`config.mk`:
```
export PLATFORM = sky130hd
export DESIGN_NAME = uart_rx
export DESIGN_NICKNAME = d
export VERILOG_FILES = /design/src/rtl/uart_pkg.sv /design/src/rtl/uart_rx_sync.sv /design/src/rtl/uart_rx.sv
export SDC_FILE = /design/constraint.sdc
export NUM_CORES = 1
export LEC_CHECK = 0
export CORE_AREA = 3 3 68 70
export DETAILED_ROUTE_END_ITERATION = 10
export DIE_AREA = 0 0 71 73
export GPL_TIMING_DRIVEN = 0
export SKIP_LAST_GASP = 1
export SYNTH_ARGS = -nofsm -noshare
export SYNTH_HDL_FRONTEND = slang
export SYNTH_HIERARCHICAL = 1
export SYNTH_SLANG_ARGS = --single-unit
```
`constraint.sdc`:
```
create_clock -name Clk -period 4.15 [get_ports Clk]
set_clock_uncertainty 0.15 [all_clocks]
set_input_delay 0.83 -clock Clk [delete_from_list [all_inputs] [get_ports Clk]]
set_output_delay 0.83 -clock Clk [all_outputs]
set_load 0.01 [all_outputs]
```
`src/rtl/uart_pkg.sv`:
```
`default_nettype none
// +----------------------------------------------------------------------+
// | Module  : uart_pkg                                                   |
// | Brief   : Shared UART receiver state encoding and default sizing.    |
// | Revision: 1.0 - initial release                                      |
// +----------------------------------------------------------------------+
package uart_pkg;

  localparam int c_default_data_bits  = 8;
  localparam int c_default_oversample = 16;

  typedef enum logic [2:0] {
    IDLE   = 3'd0,
    START  = 3'd1,
    DATA   = 3'd2,
`ifdef UART_RX_PARITY_EN
    PARITY = 3'd3,
`endif
    STOP   = 3'd4
  } state_t;

endpackage
`default_nettype wire

```
`src/rtl/uart_rx_sync.sv`:
```
`default_nettype none
// +----------------------------------------------------------------------+
// | Module  : uart_rx_sync                                               |
// | Brief   : Two-flop Rx synchronizer plus falling-edge detector.       |
// | Revision: 1.0 - initial release                                      |
// +----------------------------------------------------------------------+
module uart_rx_sync (
  input  logic Clk,
  input  logic Reset,
  input  logic Rx,
  output logic RxSync,
  output logic RxFall
);

  logic r_meta;
  logic r_sync;
  logic r_prev;

  // All flops reset to the idle-high line level so reset never fakes an edge.
  always_ff @(posedge Clk or negedge Reset) begin
    if (!Reset) begin
      r_meta <= 1'b1;
      r_sync <= 1'b1;
      r_prev <= 1'b1;
    end else begin
      r_meta <= Rx;
      r_sync <= r_meta;
      r_prev <= r_sync;
    end
  end

  assign RxSync = r_sync;
  assign RxFall = r_prev & ~r_sync;

endmodule
`default_nettype wire

```
`src/rtl/uart_rx.sv`:
```
`default_nettype none
// +----------------------------------------------------------------------+
// | Module  : uart_rx                                                    |
// | Brief   : Oversampling UART receiver, LSB-first, one stop bit.       |
// |           Define UART_RX_PARITY_EN to add an even-parity bit check.  |
// | Revision: 1.0 - initial release                                      |
// +----------------------------------------------------------------------+
module uart_rx
  import uart_pkg::*;
#(
  parameter int DATA_BITS  = c_default_data_bits,
  parameter int OVERSAMPLE = c_default_oversample
) (
  input  logic                 Clk,
  input  logic                 Reset,
  input  logic                 Tick,
  input  logic                 Rx,
  output logic [DATA_BITS-1:0] Data,
  output logic                 DataValid,
  output logic                 FrameError,
`ifdef UART_RX_PARITY_EN
  output logic                 ParityError,
`endif
  output logic                 Busy
);

  localparam int c_cnt_w = (OVERSAMPLE > 1) ? $clog2(OVERSAMPLE) : 1;
  localparam int c_bit_w = $clog2(DATA_BITS + 1);
  localparam logic [c_cnt_w-1:0] c_cnt_last = c_cnt_w'(OVERSAMPLE - 1);
  localparam logic [c_cnt_w-1:0] c_cnt_half = c_cnt_w'(OVERSAMPLE / 2 - 1);
  localparam logic [c_bit_w-1:0] c_bit_last = c_bit_w'(DATA_BITS - 1);

  logic w_rx_sync;
  logic w_rx_fall;

  uart_rx_sync u_sync (
    .Clk    (Clk),
    .Reset  (Reset),
    .Rx     (Rx),
    .RxSync (w_rx_sync),
    .RxFall (w_rx_fall)
  );

  state_t               r_state;
  logic [c_cnt_w-1:0]   r_tick_cnt;
  logic [c_bit_w-1:0]   r_bit_cnt;
  logic [DATA_BITS-1:0] r_shift;
  logic [DATA_BITS-1:0] r_data;
  logic                 r_data_valid;
  logic                 r_frame_error;
  logic                 r_busy;
`ifdef UART_RX_PARITY_EN
  logic                 r_par_bit;
  logic                 r_parity_error;
`endif

  always_ff @(posedge Clk or negedge Reset) begin
    if (!Reset) begin
      r_state        <= IDLE;
      r_tick_cnt     <= '0;
      r_bit_cnt      <= '0;
      r_shift        <= '0;
      r_data         <= '0;
      r_data_valid   <= 1'b0;
      r_frame_error  <= 1'b0;
      r_busy         <= 1'b0;
`ifdef UART_RX_PARITY_EN
      r_par_bit      <= 1'b0;
      r_parity_error <= 1'b0;
`endif
    end else begin
      r_data_valid   <= 1'b0;
      r_frame_error  <= 1'b0;
`ifdef UART_RX_PARITY_EN
      r_parity_error <= 1'b0;
`endif
      case (r_state)
        IDLE: begin
          if (w_rx_fall) begin
            r_state    <= START;
            r_busy     <= 1'b1;
            r_tick_cnt <= '0;
            r_bit_cnt  <= '0;
          end
        end

        // Re-check the line mid start bit; a high level means it was a glitch.
        START: begin
          if (Tick) begin
            if (r_tick_cnt == c_cnt_half) begin
              r_tick_cnt <= '0;
              if (!w_rx_sync) begin
                r_state <= DATA;
              end else begin
                r_state <= IDLE;
                r_busy  <= 1'b0;
              end
            end else begin
              r_tick_cnt <= r_tick_cnt + 1'b1;
            end
          end
        end

        DATA: begin
          if (Tick) begin
            if (r_tick_cnt == c_cnt_last) begin
              r_tick_cnt <= '0;
              r_shift    <= {w_rx_sync, r_shift[DATA_BITS-1:1]};
              if (r_bit_cnt == c_bit_last) begin
                r_bit_cnt <= '0;
`ifdef UART_RX_PARITY_EN
                r_state   <= PARITY;
`else
                r_state   <= STOP;
`endif
              end else begin
                r_bit_cnt <= r_bit_cnt + 1'b1;
              end
            end else begin
              r_tick_cnt <= r_tick_cnt + 1'b1;
            end
          end
        end

`ifdef UART_RX_PARITY_EN
        PARITY: begin
          if (Tick) begin
            if (r_tick_cnt == c_cnt_last) begin
              r_tick_cnt <= '0;
              r_par_bit  <= w_rx_sync;
              r_state    <= STOP;
            end else begin
              r_tick_cnt <= r_tick_cnt + 1'b1;
            end
          end
        end
`endif

        STOP: begin
          if (Tick) begin
            if (r_tick_cnt == c_cnt_last) begin
              r_tick_cnt <= '0;
              r_state    <= IDLE;
              r_busy     <= 1'b0;
              if (!w_rx_sync) begin
                r_frame_error <= 1'b1;
`ifdef UART_RX_PARITY_EN
              end else if (r_par_bit != ^r_shift) begin
                r_parity_error <= 1'b1;
`endif
              end else begin
                r_data       <= r_shift;
                r_data_valid <= 1'b1;
              end
            end else begin
              r_tick_cnt <= r_tick_cnt + 1'b1;
            end
          end
        end

        default: begin
          r_state    <= IDLE;
          r_busy     <= 1'b0;
          r_tick_cnt <= '0;
        end
      endcase
    end
  end

  assign Data        = r_data;
  assign DataValid   = r_data_valid;
  assign FrameError  = r_frame_error;
  assign Busy        = r_busy;
`ifdef UART_RX_PARITY_EN
  assign ParityError = r_parity_error;
`endif

endmodule
`default_nettype wire

```
# Word-level counts from Yosys, hierarchy flattened
# Index checks and enable logic that the tools add are counted.
# Widths: inputs -> output; s select.
[totals] ff_bits=33 inputBits=4 out_inout_bits=11
[classes] n_addsub=2 n_eq_ne=16 n_mux=35 n_bitwise=3 reduce_logical=9
[ops] operator="$mux 4" n=8
[ops] operator="$mux 3" n=8
[ops] operator="$mux 1" n=14
[ops] operator="$ne 2x2->1 const B" n=7
[ops] operator="$pmux 3 s4" n=1
[ops] operator="$pmux 4 s3" n=1
[ops] operator="$add 4x1->4 const B" n=2
[ops] operator="$eq 4x3->1 const B" n=2
[ops] operator="$pmux 4 s2" n=1
[ops] operator="$reduce_and 4->1" n=2
[ops] operator="$reduce_and 8->1" n=1
[ops] operator="$reduce_and 7->1" n=1
[ops] operator="$ne 2x1->1 const B" n=3
[ops] operator="$reduce_and 3->1" n=2
[ops] operator="$eq 4x4->1 const B" n=1
[ops] operator="$pmux 1 s4" n=1
[ops] operator="$eq 3x1->1 const B" n=1
[ops] operator="$eq 3x2->1 const B" n=1
[ops] operator="$eq 3x3->1 const B" n=1
[ops] operator="$logic_not 3->1" n=1
[ops] operator="$mux 2" n=1
[ops] operator="$not 1->1" n=2
[ops] operator="$reduce_bool 2->1" n=1
[ops] operator="$reduce_or 2->1" n=1
[ops] operator="$and 1x1->1" n=1

# Longest topological paths before layout
[logic_depth] ltp_word=5 depth_mapped=6 depth_no_buf=5

# Hierarchy
# The synthesis kept the hierarchy.
[by_module_without_submodules] module="uart_rx" instances=1 cells_each=135 area_per_inst_um2=1530.2
[by_module_without_submodules] module="uart_rx_sync" instances=1 cells_each=4 area_per_inst_um2=92.6

# Worst setup path before layout
# No wires, ideal clock.
[synth_timing] kind="input-to-reg" from="in Tick" to="reg r_tick_cnt[3]" setup_time_ps=121 arrival_time_ps=1851 required_ps=3879 setup_slack_ps=2028 stages=5 path_buffers=1 path_cell_list="buf_2 > or4b_4 > o41ai_2 > o41ai_1 > a22o_1"
[synth_between] elab_chain_cells=2 elab_cells_between_ends=3
[synth_lines] item="from (decl)" line="uart_rx.sv:16" source="input logic Tick,"
[synth_lines] item="$ne 2x1->1 (no line) or $ne 2x2->1 (tied branches)"
[synth_lines] item="$reduce_and 3->1 (no line) (*)"
[synth_lines] item="to (signal assigned)" line="uart_rx.sv:99" source="r_tick_cnt <= r_tick_cnt + 1'b1;"
[synth_lines] item="to (signal assigned)" line="uart_rx.sv:120" source="r_tick_cnt <= r_tick_cnt + 1'b1;"
[synth_lines] item="to (signal assigned)" line="uart_rx.sv:156" source="r_tick_cnt <= r_tick_cnt + 1'b1;"
[synth_lines] item="to (decl)" line="uart_rx.sv:45" source="logic [c_cnt_w-1:0] r_tick_cnt;"
# Mark *: on every way between the ends. The rest lies on a longest branch, timed or not.
# A chain may end at the register's enable or synchronous reset.

# Worst setup path after layout
# Same ends and word-level chain as after synthesis.

==> results.md <==
## Die
• **effective utilization at floorplan** 40.3%
• **die width** 71 um
• **die height** 73 um
• **FP Rows** 23
• **I/O Pins** 15
• **total core area** 0.00403 sq mm
• **Die ar.** 0.00518 sq mm

## Routing
• **Antenna Violating Nets Remaining** 0
• **count of unresolved DRC violations after routing** 0
• **detail-routed net length per standard cell** 14.6 um
• **per-cell via count in the routed design** 5.38
• **number of vias after detailed routing** 1136
• **DRT Wirelength** 3070 um
• **length of the first detailed-routing pass in iterations** 4
• **drt initial violations** 60

## Finish
• **proportion of layout cells with a drive suffix above 1** 24.8%
• **area of all placed cells without fillers** 0.00194 sq mm
• **total number of nets in the final design** 166
• **non-filler instance count after layout** 211
• **Layout area overhead** 19.6%
• **final core utilization** 48.2%
• **most common cell after layout, fill and taps aside** sky130_fd_sc_hd__dfrtp_1
• **Antenna Diode Count** 0
• **most frequent cells in the layout** sky130_fd_sc_hd__dfrtp_1, sky130_fd_sc_hd__mux2_2, sky130_fd_sc_hd__clkdlybuf4s50_1

## Worst setup path
• **maximum cell stage delay along the critical path** 520 ps
• **slowest CP cell** sky130_fd_sc_hd__or4b_4
• **worst path buffer plus inverter count** 2
• **required time at the endpoint of the critical path** 4180 ps
• **critical path cell sequence** clkdlybuf4s50_1, buf_2, or4b_4, o41ai_2, o41ai_1, a22o_1
• **kind of cell adding the most delay to the critical path** buffers and inverters
• **Critical Setup Path Class** in2reg
• **Critical Path AT** 2380 ps
• **maximum fanout along the worst path** 10
• **category of the worst setup path capture point** flip-flop
• **endpoint of the lowest-slack register-to-register path** r_shift[4]
• **reg-to-reg setup timing slack** 2210 ps
• **number of cells on the worst reg-to-reg path** 5
• **startpoint of the most critical register-to-register path** r_state[2]
• **kind of start point of the critical path** primary input

## Global route
• **total global routing overflow** 0
• **global routing usage summed across all routing layers** 13.2%
• **via count of the first global-routing pass** 1132
• **number of antenna violations at the first check in global routing** 0
• **maximum number of pins on one net before global-route repair** 34
• **first-pass GRT wire length** 5310 um

## Synth
• **ranking of synthesized cells by area** sky130_fd_sc_hd__dfrtp_1, sky130_fd_sc_hd__mux2_2, sky130_fd_sc_hd__dfstp_2
• **sequential-to-total area share from yosys stat** 51.1%
• **number of synthesized flops with an enable pin** 0
• **share of synthesized area spent on multiplexers** 13.6%
• **post-synthesis share of cell area spent on and, or, nand and nor gates** 14.7%
• **Synth Area in Adders** 1.54%
• **compound-cell area share of the yosys netlist** 14.0%
• **library cell occupying the most area in the post-synthesis netlist** sky130_fd_sc_hd__dfrtp_1
• **average footprint of a synthesized cell** 11.7 sq um
• **instance count of the mapped netlist** 139
• **largest family of logic cells by synthesized area** simple AND/OR/NAND/NOR gates
• **warning count from the yosys run** 6
• **cell area after synthesis** 0.00162 sq mm
• **Synth top area share** 46.3%
• **synthesized flop and latch total** 33
• **post-synthesis xor/xnor area fraction** 1.08%
• **top flip-flop cell by instance count after synthesis** sky130_fd_sc_hd__dfrtp_1
• **post-synth net total** 145
• **distinct cell type count of the synthesized netlist** 43
• **fraction of synthesis flops using an asynchronous set or reset pin** 100%

## Placed design
• **count of placed standard cells including taps** 203
• **instance area after placement** 0.00182 sq mm
• **weighted congestion reported at the end of routability-driven placement** 0.809
• **number of port buffers** 14
• **setup slack at placement** 1500 ps
• **HPWL after detailed placement** 2150 um

## STA
• **smallest setup slack after layout** 1800 ps
• **share of the clock period used by the worst path after layout** 56.7%
• **setup repair after global routing missed its margin** false
• **final count of pins violating max slew** 0
• **Setup TNS** 0 ps
• **Relative slew margins** 51.8%
• **# setup viols final** 0
• **Least-Margin Pin Slew** 724 ps
• **post-layout min period** 2350 ps
• **final hold violation count** 0
• **FMAX** 425 MHz

## Job
• **max-capacitance violation count** 0

## Hold path
• **worst-case hold path end point** u_sync/RxSync
• **Hold Crit Depth** 0
• **class of the worst hold path** reg2reg
• **start point of the worst min-delay path** u_sync/r_meta

## Clocking
• **clock slew at reported path FFs** 70 ps
• **clock tree buffer depth** 2
• **total CTS buffers** 5
• **Max H-tree Level** 2
• **Post-CTS Setup Inserts** 0
• **Clock Latency Late Sink** 280 ps
• **number of hold-repair buffers added at the cts stage** 0
• **cts repair resizes** 0
• **root buffer cell** sky130_fd_sc_hd__clkbuf_8
• **clk sinks** 33
• **clock tree from TritonCTS** yes

## Pwr
• **pwr dens** 518 mW/mm^2
• **Pleak** 0.000859 uW
• **peak supply drop** 188 uV

## Run status
• **status** completed

==> worst max path at each step <==
| stage | from | endpoint | slack [ps] | cells past startpoint |
|---|---|---|---|---|
| 2_1_floorplan | Tick | r_tick_cnt[3] | 2030 | 5 |
| 3_3_place_gp | Reset | Data[1] | 1440 | 1 |
| 3_5_place_dp | Tick | r_tick_cnt[3] | 1500 | 6 |
| 4_1_cts | Tick | r_tick_cnt[3] | 1810 | 6 |
| 5_1_grt | Tick | r_tick_cnt[3] | 1750 | 6 |
| 6_report | Tick | r_tick_cnt[3] | 1800 | 6 |
==> per-layer routing <==
metal / track usage, % / up-vias / share of wire, %
met5: 0 / - / 0
met4: 6.26 / 0 / 1.4
met3: 4.13 / 4 / 4.7
met2: 20.6 / 19 / 46
met1: 16.7 / 557 / 47
li1: - / 556 / -
==> area by class of cell <==
cell class	count	area (sq um)
clock inverters	2	37.5
plain buffers	8	41.3
inverters	6	22.5
repair buffers	14	135
well taps	50	62.6
flip-flops and latches	33	830
clock buffers	6	82.6
fillers	370	2090
multi-input cells	92	729
==> power by group <==
part           switching (uW)  leakage [uW]  internal (uW)
clock                     121     0.0000574            195
combinational             171      0.000363            128
sequential               31.9      0.000439            357
total                     324      0.000859            681
==> flip-flops by register name, summed over array words and instances (netlist names), 3 cells and up <==
signal,cells
Data,8
r_shift,8
r_bit_cnt,4
r_tick_cnt,4
r_state,3
==> cells in the mapped netlist, types with 3 or more instances <==
library cell,count
sky130_fd_sc_hd__nand2_1,4
sky130_fd_sc_hd__a21oi_1,6
sky130_fd_sc_hd__inv_1,6
sky130_fd_sc_hd__a22o_1,3
sky130_fd_sc_hd__mux2_2,17
sky130_fd_sc_hd__clkbuf_1,4
sky130_fd_sc_hd__o211ai_1,3
sky130_fd_sc_hd__dfstp_2,3
sky130_fd_sc_hd__buf_2,3
sky130_fd_sc_hd__nor3_1,3
sky130_fd_sc_hd__nor2_1,4
sky130_fd_sc_hd__mux2i_1,3
sky130_fd_sc_hd__o21ai_0,12
sky130_fd_sc_hd__nor3b_1,3
sky130_fd_sc_hd__dfrtp_1,30
==> through the flow <==
stage | hold WS (ps) | total power, uW
2_1_floorplan | 195 | 618
3_3_place_gp | 197 | 688
3_5_place_dp | 198 | 692
4_1_cts | 209 | 1020
5_1_grt | 210 | 1070
6_report | 208 | 1000
==> kinds of logic (layout without fill, tap and decap cells) <==
family,count (synthesis),after routing
simple gates,34,34
flops,33,33
mux,20,20
compound gates,34,34
xor+xnor,2,2
buf+inv,14,36
fa+ha+maj,2,2
==> worst reg2reg max path, cell delays in order (launching register included) <==
cell and delay (ps):
sky130_fd_sc_hd__dfrtp_1 380, sky130_fd_sc_hd__buf_2 190, sky130_fd_sc_hd__nor3b_1 340, sky130_fd_sc_hd__and2_1 180, sky130_fd_sc_hd__buf_2 230, sky130_fd_sc_hd__mux2_2 360
Note: power is estimated with default switching activity, not from simulation.
==> edit 1, RTL diff (same flow settings) <==
Add a define of `UART_RX_PARITY_EN`.
--- a/src/rtl/uart_pkg.sv
+++ b/src/rtl/uart_pkg.sv
@@ -4,6 +4,8 @@
 // | Brief   : Shared UART receiver state encoding and default sizing.    |
 // | Revision: 1.0 - initial release                                      |
 // +----------------------------------------------------------------------+
+`define UART_RX_PARITY_EN
+
 package uart_pkg;
 
   localparam int c_default_data_bits  = 8;
Behaviour (old outputs only; new: ParityError): same outputs for any inputs over 10 cycles, from zero or initial values and one cycle with Reset low; that may be too few to reach the edited logic, so the function may still have changed.
==> edit 1 against the original RTL <==
  * Total power decreased by 14%
  * Wire length increased by 0.20%
  * Setup slack got worse by 0.34 ns
  * Non-clock buffer count decreased by 2
  * Critical path depth unchanged
  * Cell area increased by 4.1%
  * Sequential cell count increased by 2
  * Synthesized area increased by 6.6%
==> edit 1: results (changes against the original RTL) <==
[run_status]
status=completed

[placement]
placed_cells_incl_taps=210  ; +3.4%
place.gp.congestion=0.842  ; +4.1%
hpwl_um=2220  ; +3.4%
placed_area_mm2=0.00194  ; +6.5%

[global_routing]
grt_max_degree=36  ; +5.9%
grt_first_pass_wirelength_um=5300  ; -0.13%
gr-usage-met3_pct=3.99  ; -0.14 points
grt_pass1_vias=1159  ; +2.4%
grtUsageTotal_pct=13.0  ; -0.15 points
grt_util_met2_pct=21.6  ; +1.0 points

[clock_tree]
cts.sinks=35  ; +6.1%

[critical_path]
r2r_cells=6  ; +1
r2r_slack_ns=1.89  ; -0.32 ns
cpMaxStageDelayCell=clkdlybuf4s50_1
cp_slowest_stage_delay_ns=0.54  ; +0.02 ns
worstPathArrival_ns=2.71  ; +0.33 ns
cp-endpoint=Data[4]$_DFFE_PN0P_
timing.rr.end=Data[4]$_DFFE_PN0P_

[power_and_ir_drop]
p_clk_mw=0.235  ; -26%
p_int_mw=0.584  ; -14%
p_leak_nw=0.919  ; +6.9%
ir_drop_v=0.000208  ; +11%

[synth]
synth_common_cells=32 x dfrtp_1, 11 x mux2_2, 11 x o21ai_0
synthDistinctLibCells=40  ; -7.0%
ys_top_cells_by_area=dfrtp_1 46%, mux2_4 7.8%, mux2_2 7.2%, dfstp_2 4.6%, o21ai_0 3.2%
yosysSeqAreaShare_pct=50.8  ; -0.29 points
syn_avg_cell_area_um2=11.9  ; +2.2%
mappedNetlistNets=151  ; +4.1%

[layout]
fill_cells=369  ; -0.27%
n_clock_buffer=7  ; +1
clock_cell_area_share_pct=4.03  ; -2.2 points
multi_input_area_um2=818  ; +12%
drive_gt1_share_pct=21.4  ; -3.4 points
final_net_count=173  ; +4.2%
inv_count=3  ; -3
regArea_um2=880  ; +6.0%
multi_input_area_share_pct=40.5  ; +2.9 points
finalNonFillerCells=218  ; +3.3%

[route]
drt_iter0_markers=65  ; +8.3%
met2_length_um=1460  ; +2.5%
vias_per_cell=5.44  ; +0.96%
wirelength_um=3080  ; +0.20%

[timing]
hold_slack_ns=0.206  ; -0.00242 ns
slew_headroom_pct=48.8  ; -3.0 points
fmax_ghz=0.371  ; -13%

[edit 1: changes by cell type in the layout (fill, tap and decap cells not counted), sizes merged, moves of 3 or more]
cell / unedited run / this run
mux2i: 3 / 0
inv: 6 / 3
nand3: 2 / 6
nor2: 4 / 7
mux2: 17 / 20
nand2: 5 / 10
a21oi: 6 / 3
xnor2: 1 / 4
[edit 1: worst register-to-register path, stage by stage (launching register included)]
cell	delay, ns
dfrtp_1	0.39
ha_1	0.26
and4_1	0.20
clkbuf_1	0.30
nand4b_1	0.14
mux2_4	0.38
mux2_4	0.32
[edit 1: logic make-up (layout without fill, tap and decap cells)]
kind of cell | count (synthesis) | after routing | share of synthesized area [%]
DFF | 35 | 35 | 50.8
adders and majority gates | 2 | 2 | 1.45
and+or+nand+nor | 44 | 44 | 14.4
buffers and inverters | 8 | 31 | 1.88
AOI/OAI and AO/OA | 29 | 29 | 11.4
muxes | 20 | 20 | 15.0
xor gates and xnor gates | 7 | 7 | 5.13
==> edit 2, RTL diff (config.mk and constraints unchanged) <==
Without the edit above. Make the reset (`Reset`) synchronous in 2 clocked blocks.
--- a/src/rtl/uart_rx_sync.sv
+++ b/src/rtl/uart_rx_sync.sv
@@ -17,7 +17,7 @@
   logic r_prev;
 
   // All flops reset to the idle-high line level so reset never fakes an edge.
-  always_ff @(posedge Clk or negedge Reset) begin
+  always_ff @(posedge Clk) begin
     if (!Reset) begin
       r_meta <= 1'b1;
       r_sync <= 1'b1;
--- a/src/rtl/uart_rx.sv
+++ b/src/rtl/uart_rx.sv
@@ -54,7 +54,7 @@
   logic                 r_parity_error;
 `endif
 
-  always_ff @(posedge Clk or negedge Reset) begin
+  always_ff @(posedge Clk) begin
     if (!Reset) begin
       r_state        <= IDLE;
       r_tick_cnt     <= '0;
Behaviour: differs if Reset is asserted again (counterexample within 4 cycles, from zero or initial values and one cycle with Reset low); with Reset held inactive, the same outputs for 10 cycles.
==> edit 2 against the original RTL <==
  * Via count grew 7.3%
  * Fmax shrank 1.9%
  * Global-route usage shrank 0.85 points
  * Utilization shrank 3.8 points
  * Wire length shrank 0.91%
  * First-iteration DRC count grew 18%
  * Synthesized area shrank 7.6%
  * Critical path type unchanged
  * Setup slack lost 0.045 ns
  * Cell area shrank 7.8%
  * Sequential cell count is the same
Power is not compared: it rests on default switching activity, and its combinational part moved more than twofold at a synthesized area within 25%.
==> edit 2: results (changes against the original RTL) <==
[global_routing]
grt_pass1_vias=1109  ; -2.0%
grt_max_degree=12  ; -65%
grt_first_pass_wirelength_um=4990  ; -6.0%
grtUsageTotal_pct=12.3  ; -0.85 points

[synth]
synthDistinctLibCells=38  ; -12%
mappedNetlistNets=168  ; +16%
synth_common_cells=33 x dfxtp_1, 20 x mux2i_1, 20 x nor2_1
async_flop_share_pct=0  ; -100 points

[min_path]
hold_path_end=u_sync/RxSync$_SDFF_PN1_
min_delay_path_depth=1  ; +1
hp-start=u_sync/r_meta$_SDFF_PN1_

[layout]
drive_gt1_share_pct=10.9  ; -14 points
fill_cells=409  ; +11%
final_net_count=189  ; +14%

[timing]
tightest_slew_ns=0.459  ; -0.265 ns
hold_slack_ns=0.263  ; +0.0548 ns
fin_ws_ns=1.75  ; -0.0455 ns

[critical_path]
worstPathArrival_ns=2.46  ; +0.08 ns
cpMaxStageDelayCell=clkdlybuf4s50_1
cp-endpoint=r_tick_cnt[1]$_SDFFE_PN0P_
r2r-start=u_sync/RxSync$_SDFF_PN1_
worstSetupStartpoint=Reset

[placement]
placed_area_mm2=0.00170  ; -6.5%
place.gp.congestion=0.808  ; -0.17%
preCtsSetupSlack_ns=1.46  ; -0.0386 ns
placed_cells_incl_taps=226  ; +11%
hpwl_um=2200  ; +2.4%

[run_status]
status=completed

[route]
drt_iter0_markers=71  ; +18%
vias_per_cell=5.21  ; -3.2%
wirelength_um=3050  ; -0.91%

[power_and_ir_drop]
p_leak_nw=0.702

edit 2: cell types whose count changed in the layout (fill, tap and decap cells not counted), moves of 6 or more:
cell,change
dfrtp_1,-30
nand2_1,+8
o21ai_0,-10
mux2i_1,+17
mux2_2,-17
dfxtp_1,+33
nand3_1,+6
nor2_1,+16
edit 2: worst reg2reg max path: cells and delay by family (launching register included):
| family | cells | cell delay, ns |
|---|---|---|
| and+or+nand+nor | 1 | 0.29 |
| DFF | 1 | 0.37 |
| AOI/OAI and AO/OA | 2 | 0.70 |
| muxes | 2 | 0.38 |
edit 2: cell families (layout without fill, tap and decap cells):
logic type | Yosys count | in the layout | share of synthesized area, %
buffers and inverters | 15 | 37 | 5.00
adder cells (fa/ha/maj) | 2 | 2 | 1.67
flip-flops | 33 | 33 | 44.0
AND/OR/NAND/NOR | 68 | 68 | 23.1
XOR/XNOR | 2 | 2 | 1.17
AO/OA/AOI/OAI | 22 | 22 | 11.7
multiplexers | 20 | 20 | 13.3
edit 2: final cells by class:
cell class | count | area, um2 | area share, %
inverter | 4 | 15.0 | 0.839
timing repair buffer | 14 | 140 | 7.83
buffer | 11 | 60.1 | 3.36
clock buffer | 5 | 68.8 | 3.85
multi-input combinational | 114 | 764 | 42.7
sequential | 33 | 661 | 36.9
tap | 50 | 62.6 | 3.50
clock inverter | 3 | 17.5 | 0.979
edit 2: routing by layer:
metal	wire (um)	vias up
li1	-	618
met1	1470	577
met2	1430	19
met3	104	5
met4	32	0
met5	0	-
edit 2: power groups by stage:
stage	Sequential, mW	Clock (mW)	Combinational, mW
after floorplan	0.331	0	0.0504
after global placement	0.331	0	0.0667
after detailed placement	0.332	0	0.0677
after CTS	0.324	0.242	0.0679
after global routing	0.325	0.257	0.0747
final	0.324	0.234	0.0686
